===== config.mk =====
export PLATFORM = sky130hd
export DESIGN_NAME = card_dealer
export DESIGN_NICKNAME = d
export VERILOG_FILES = /design/src/rtl/card_dealer.sv
export SDC_FILE = /design/constraint.sdc
export NUM_CORES = 1
export LEC_CHECK = 0
export CAP_MARGIN = 40
export CORE_MARGIN = 2
export CORE_UTILIZATION = 52
export CTS_CLUSTER_DIAMETER = 40
export CTS_CLUSTER_SIZE = 12
export DETAILED_ROUTE_END_ITERATION = 10
export MAX_ROUTING_LAYER = met4
export PLACE_DENSITY = 0.9
export SKIP_CTS_REPAIR_TIMING = 1
export SYNTH_ARGS = -nofsm -noshare
export SYNTH_HDL_FRONTEND = slang
export SYNTH_SLANG_ARGS = --single-unit

===== constraint.sdc =====
create_clock -name clk -period 3.19 [get_ports clk]
set_input_delay 0.7975 -clock clk [delete_from_list [all_inputs] [get_ports clk]]
set_output_delay 0.7975 -clock clk [all_outputs]
set_load 0.02 [all_outputs]

===== src/rtl/card_dealer.sv =====
// Deals a hand of four cards from an upstream pseudo-random source.
// Out-of-range values are rejected, and a fallback value is forced so the draw never stalls.
module card_dealer #(
   parameter int MAX_VAL   = 13,
   parameter int REJ_LIMIT = 8
) (
   input  logic       clk,
   input  logic       rst,
   input  logic       deal,
   input  logic [3:0] rand_in,
   output logic       rand_en,
   output logic [3:0] card0,
   output logic [3:0] card1,
   output logic [3:0] card2,
   output logic [3:0] card3,
   output logic       valid,
   output logic       busy
);

   typedef enum logic [1:0] {
      ST_IDLE = 2'd0,
      ST_DRAW = 2'd1,
      ST_DONE = 2'd2
   } state_t;

   state_t          state_q;
   logic [1:0]      slot_q;
   logic [3:0]      rej_q;
   logic [3:0][3:0] card_q;
   logic            valid_q;
   logic            busy_q;

   logic            cand_ok_d;
   logic [3:0]      rej_inc_d;
   logic            load_d;
   logic [3:0]      load_val_d;
   logic [3:0]      rej_d;

   // Candidate evaluation: a value is loaded when it is in range, or when the reject run hits its limit.
   always_comb begin
      cand_ok_d  = 1'b0;
      rej_inc_d  = 4'd0;
      load_d     = 1'b0;
      load_val_d = 4'd0;
      rej_d      = 4'd0;
      cand_ok_d  = (rand_in >= 4'd1) && (rand_in <= 4'(MAX_VAL));
      rej_inc_d  = rej_q + 4'd1;
      load_d     = cand_ok_d || (rej_inc_d == 4'(REJ_LIMIT));
      if (cand_ok_d) begin
         load_val_d = rand_in;
      end else begin
         load_val_d = {2'b00, slot_q} + 4'd1;
      end
      if (load_d) begin
         rej_d = 4'd0;
      end else begin
         rej_d = rej_inc_d;
      end
   end

   always_ff @(posedge clk) begin
      if (rst) begin
         state_q <= ST_IDLE;
         slot_q  <= 2'd0;
         rej_q   <= 4'd0;
         card_q  <= '0;
         valid_q <= 1'b0;
         busy_q  <= 1'b0;
      end else begin
         case (state_q)
            ST_IDLE, ST_DONE: begin
               if (deal) begin
                  state_q <= ST_DRAW;
                  slot_q  <= 2'd0;
                  rej_q   <= 4'd0;
                  card_q  <= '0;
                  valid_q <= 1'b0;
                  busy_q  <= 1'b1;
               end
            end
            ST_DRAW: begin
               // deal is deliberately ignored here; the draw in progress runs to completion.
               rej_q <= rej_d;
               if (load_d) begin
                  card_q[slot_q] <= load_val_d;
                  slot_q         <= slot_q + 2'd1;
                  if (slot_q == 2'd3) begin
                     state_q <= ST_DONE;
                     valid_q <= 1'b1;
                     busy_q  <= 1'b0;
                  end
               end
            end
            default: begin
               state_q <= ST_IDLE;
               valid_q <= 1'b0;
               busy_q  <= 1'b0;
            end
         endcase
      end
   end

   assign card0   = card_q[0];
   assign card1   = card_q[1];
   assign card2   = card_q[2];
   assign card3   = card_q[3];
   assign valid   = valid_q;
   assign busy    = busy_q;
   assign rand_en = busy_q;

endmodule


==> metrics.csv, run 1 <==
metric,value,unit
status,"finished, final reports clean",
Final setup viols,0,
share of cells above drive strength 1,0.155,
Clock Root Buffer,clkbuf_4,
peak supply drop,0.345,mV
Post-synth EDFFs,0,
Num CTS Buffers,3,
RSZ-0062 raised after global routing,false,
period utilization,0.786,
Final Critical Period,2.51,ns
GP Congestion,0.829,
antenna-violating nets left,0,
CP Max Fanout,8,
setup TNS,0,ns
Starting DRT DRC Count,47,
Ports,26,
FMAX,399,MHz
largest net degree at the start of global routing,17,
PD cells,345,mW/mm²
R2R Setup Slk,1.10,ns
CTS tree,done,
ys flop type,dfxtp_1,
Die Y,54.6,µm
CP Capture Type,register,
Core Footprint,0.00245,mm²
final slew viol count,0,
first-pass GRT wire length,4.69,mm
DRC Markers,0,
DR WL/cell,15.5,µm
crit path launch type,primary input,
most common cell in the netlist,dfxtp_1,
CTS sink count,25,
Worst EP arrival,2.75,ns
Mapped Cells,144,
fill count,206,
initial core utilization,0.542,
"Net Count, Synth",157,
die width,54.6,µm
vias per cell,5.79,
vias in the first global route,1064,
critical path class,in2reg,
HPWL Detailed,2.28,mm
worst slew pin tran,0.567,ns
cell taking the most area after synthesis,dfxtp_1,
Post-synth top cells,"25 x dfxtp_1, 16 x nand2_1, 11 x and3_1, 11 x mux2_2, 10 x a21oi_1",
Layout area overhead,21.7,%
clk_skew,0.00945,ns
Yosys reg bits,25,
die area,0.00298,mm²
CP max stage delay,0.62,ns
fraction of the yosys area taken by sequential cells,0.376,
Nets,182,
P_leak,0.655,nW
H-tree depth,1,
Skew-Pair Late Insertion Delay,0.33,ns
final hold vios,0,
grt ovf,0,
cell area after synthesis,0.00133,mm²
Max transition margin,0.622,
final wirelength,3.06,mm
Clock Pin Slew Worst Setup and Hold Paths,0.14,ns
worst r2r path cells,5,
I/O Buffers,25,
Syn Area/Cell,9.24,µm²
CTS max path bufs,2,
Total GRT Usage,0.228,
min-delay worst type,reg2reg,
Unique masters post-synth,37,
Critical Path RT,3.43,ns
first drt pass iteration count,4,
WHS Path Cells,2,
Cell Rows,18,
crit path cell chain,"clkdlybuf4s50_1, or4_4, a21oi_4, a21o_2, mux2_2",
WHS,0.477,ns
n_diodes,0,
initial antenna violation count,0,
Max Cap Violations,0,
cell at the slowest stage of the critical path,or4_4,
Post-synth ARST share,0,
main area contributors after synthesis,"dfxtp_1 38%, mux2_2 9.3%, ha_1 5.6%",
Yosys top cell area share,0.376,
total number of vias,1147,
Synth warnings,0,
report_power, final:
| group | switching, mW | leakage, nW | internal (mW) | total, mW |
|---|---|---|---|---|
| registers | 0.00660 | 0.202 | 0.320 | 0.326 |
| clock network | 0.0982 | 0.0177 | 0.0472 | 0.145 |
| logic | 0.0505 | 0.434 | 0.0368 | 0.0873 |
flip-flops by register name (all words and copies together) (netlist names):
register  count
busy          1
card0         4
card1         4
card2         4
card3         4
rej_q         4
slot_q        2
state_q       2
path summary, 6_finish.rpt:
check | to | start
setup / recovery | card3[0] | rand_in[2]
hold / removal | card2[3] | card2[3]
setup reg to reg | card0[2] | rej_q[0]
hold reg to reg | card2[3] | card2[3]
routing by layer:
metal,part of all wire,track usage,vias up
li1,-,-,568
met1,0.43,0.261,532
met2,0.49,0.361,36
met3,0.046,0.0601,11
met4,0.031,0.125,0
met5,0,-,-
cell usage in the layout, fill, tap and decap left out, drive strengths merged, types with 2 or more instances in the layout:
cell / instances
nor3: 3
a21oi: 11
mux2i: 6
nand2b: 2
nand3: 4
nor3b: 4
and3: 11
nor2: 5
nand2: 16
nor2b: 2
clkbuf: 3
a32o: 2
clkdlybuf4s50: 25
a21o: 4
o21ai: 6
dfxtp: 25
inv: 5
ha: 6
mux2: 11
logic make-up after synthesis:
family | share of synthesized area
and+or+nand+nor | 0.214
AOI/OAI and AO/OA | 0.169
buffers and inverters | 0.0395
muxes | 0.138
DFF | 0.376
xor gates and xnor gates | 0.00658
adders and majority gates | 0.0564
critical path, delay by kind of cell:
family	cells	cell delay (ns)
buf+inv	1	0.53
mux	1	0.34
simple gates	1	0.62
compound gates	2	0.45
cell type report:
cell class,instances,area [µm²],area share
clock inverter,1,5.00,0.00309
inverter,5,18.8,0.0116
tap,30,37.5,0.0232
clock buffer,3,22.5,0.0139
timing repair buffer,26,258,0.159
sequential,25,500,0.309
multi-input combinational,108,778,0.480
stage by stage:
step | area [µm²] | power (mW) | util | setup slack (ns) | cells
final | 1620 | 0.559 | 0.660 | 0.681 | 198
after global routing | 1620 | 0.584 | 0.660 | 0.610 | 198
after detailed placement | 1590 | 0.419 | 0.649 | 0.328 | 194
after CTS | 1620 | 0.560 | 0.660 | 0.697 | 198
after global placement | 1590 | 0.416 | 0.649 | 0.403 | 194
after floorplan | 1330 | 0.388 | - | 0.925 | 144
Note: power is estimated with default switching activity, not from simulation.
==> inputs of run 2 (changes only) <==
Settings changed: CORE_UTILIZATION 52 to 46, PLACE_DENSITY 0.9 to 0.85.
Clock period 3.19 ns to 2.3 ns, I/O delays scaled along.
==> run 2 against run 1 <==
Non-clock buffer count is 12 higher. First-iteration DRC count is 13% lower. Sequential power is 39% higher.
==> metrics.csv, run 2 (synthesis results as in run 1) <==
metric,value,unit,change
status,"finished, final reports clean",,
Ports,26,,unchanged
I/O Buffers,25,,unchanged
Clock Root Buffer,clkbuf_4,,
vias in the first global route,1192,,+12%
vias per cell,5.69,,-1.8%
HPWL Detailed,2.44,mm,+6.9%
total number of vias,1200,,+4.6%
Num CTS Buffers,3,,unchanged
CTS tree,done,,
worst slew pin tran,0.509,ns,-0.0579 ns
Max transition margin,0.660,,+0.0379
FMAX,479,MHz,
final hold vios,0,,unchanged
Cell Rows,19,,+1
GP Congestion,0.851,,+2.7%
PD cells,466,mW/mm²,+35%
Clock Pin Slew Worst Setup and Hold Paths,0.15,ns,about the same
Max Cap Violations,0,,unchanged
share of cells above drive strength 1,0.211,,+0.0563
final wirelength,3.23,mm,+5.6%
n_diodes,0,,unchanged
crit path launch type,primary input,,
Design Power,0.799,mW,+43%
Nets,194,,+6.6%
P_leak,0.709,nW,+8.3%
min-delay worst type,reg2reg,,
grt ovf,0,,unchanged
first-pass GRT wire length,5.55,mm,+18%
period utilization,0.908,,
Total GRT Usage,0.219,,-0.00942
largest net degree at the start of global routing,17,,unchanged
CP Max Fanout,5,,-3
Skew-Pair Late Insertion Delay,0.33,ns,about the same
H-tree depth,1,,unchanged
antenna-violating nets left,0,,unchanged
Final setup viols,0,,unchanged
Worst EP arrival,2.32,ns,-0.43 ns
Final Critical Period,2.09,ns,
Starting DRT DRC Count,41,,-13%
die area,0.00334,mm²,+12%
Die Y,57.8,µm,+5.9%
CTS sink count,25,,unchanged
DR WL/cell,15.3,µm,-0.89%
DRC Markers,0,,unchanged
first drt pass iteration count,4,,unchanged
Core Footprint,0.00276,mm²,+12%
die width,57.8,µm,+5.9%
post-route core utilization,0.622,,-0.0384
CP Capture Type,register,,
critical path class,in2reg,,
"commonest cells after routing, fill and taps aside","25 x dfxtp_1, 25 x clkdlybuf4s50_1, 16 x nand2_1",,
peak supply drop,0.378,mV,+9.6%
Layout area overhead,28.8,%,
Critical Path RT,2.54,ns,-0.89 ns
initial antenna violation count,0,,unchanged
RSZ-0062 raised after global routing,false,,
initial core utilization,0.483,,-0.0595
clk_skew,0.00260,ns,-0.00685 ns
CTS max path bufs,2,,unchanged
final slew viol count,0,,unchanged
-- run 2: cell count changes in the layout (fill, tap and decap cells not counted) --
cell,previous run,this run
buf_4,1,13
clkinvlp_4,0,1
clkinv_2,1,0
-- run 2: final cells by class --
class                      count  area (µm²)
fill                         247        1040
multi-input combinational    108         778
clock buffer                   3        22.5
sequential                    25         500
tap                           31        38.8
clock inverter                 1        7.51
inverter                       5        18.8
timing repair buffer          38         348
-- run 2: through the flow --
| stage | std cells | worst slack [ns] | hold WS (ns) | instance area, µm² | TNS, ns |
|---|---|---|---|---|---|
| floorplan | 144 | 0.257 | 0.468 | 1330 | 0 |
| global placement | 207 | -0.0931 | 0.449 | 1680 | -0.978 |
| detailed placement | 207 | -0.146 | 0.455 | 1680 | -1.81 |
| finish | 211 | 0.212 | 0.475 | 1710 | 0 |
| CTS | 211 | 0.225 | 0.479 | 1710 | 0 |
| global route | 211 | 0.122 | 0.496 | 1710 | 0 |
-- run 2: worst paths after layout --
kind | slack, ns | startpoint | endpoint | cells after the start
max | 0.21 | rand_in[2] | card3[1] | 5
max reg2reg | 0.29 | rej_q[0] | card2[2] | 5
min | 0.48 | card0[3] | card0[3] | 2
min reg2reg | 0.48 | card0[3] | card0[3] | 2
-- run 2: worst max-delay path: stages --
cell and delay, ns:
clkdlybuf4s50_1 0.42, or4_4 0.58, a21oi_4 0.22, a21o_2 0.19, mux2_2 0.34
-- run 2: report_power, final --
group / internal, mW / switching (mW)
Clock: 0.0666 / 0.144
Sequential: 0.444 / 0.0100
Combinational: 0.0619 / 0.0732
Total: 0.572 / 0.227
-- run 2: routing by layer --
metal  vias to the layer above  global-route usage  part of all wire
met5                         -                   -                 0
met4                         0              0.0930             0.014
met3                         6              0.0335             0.051
met2                        39               0.383              0.51
met1                       565               0.247              0.42
li1                        590                   -                 -
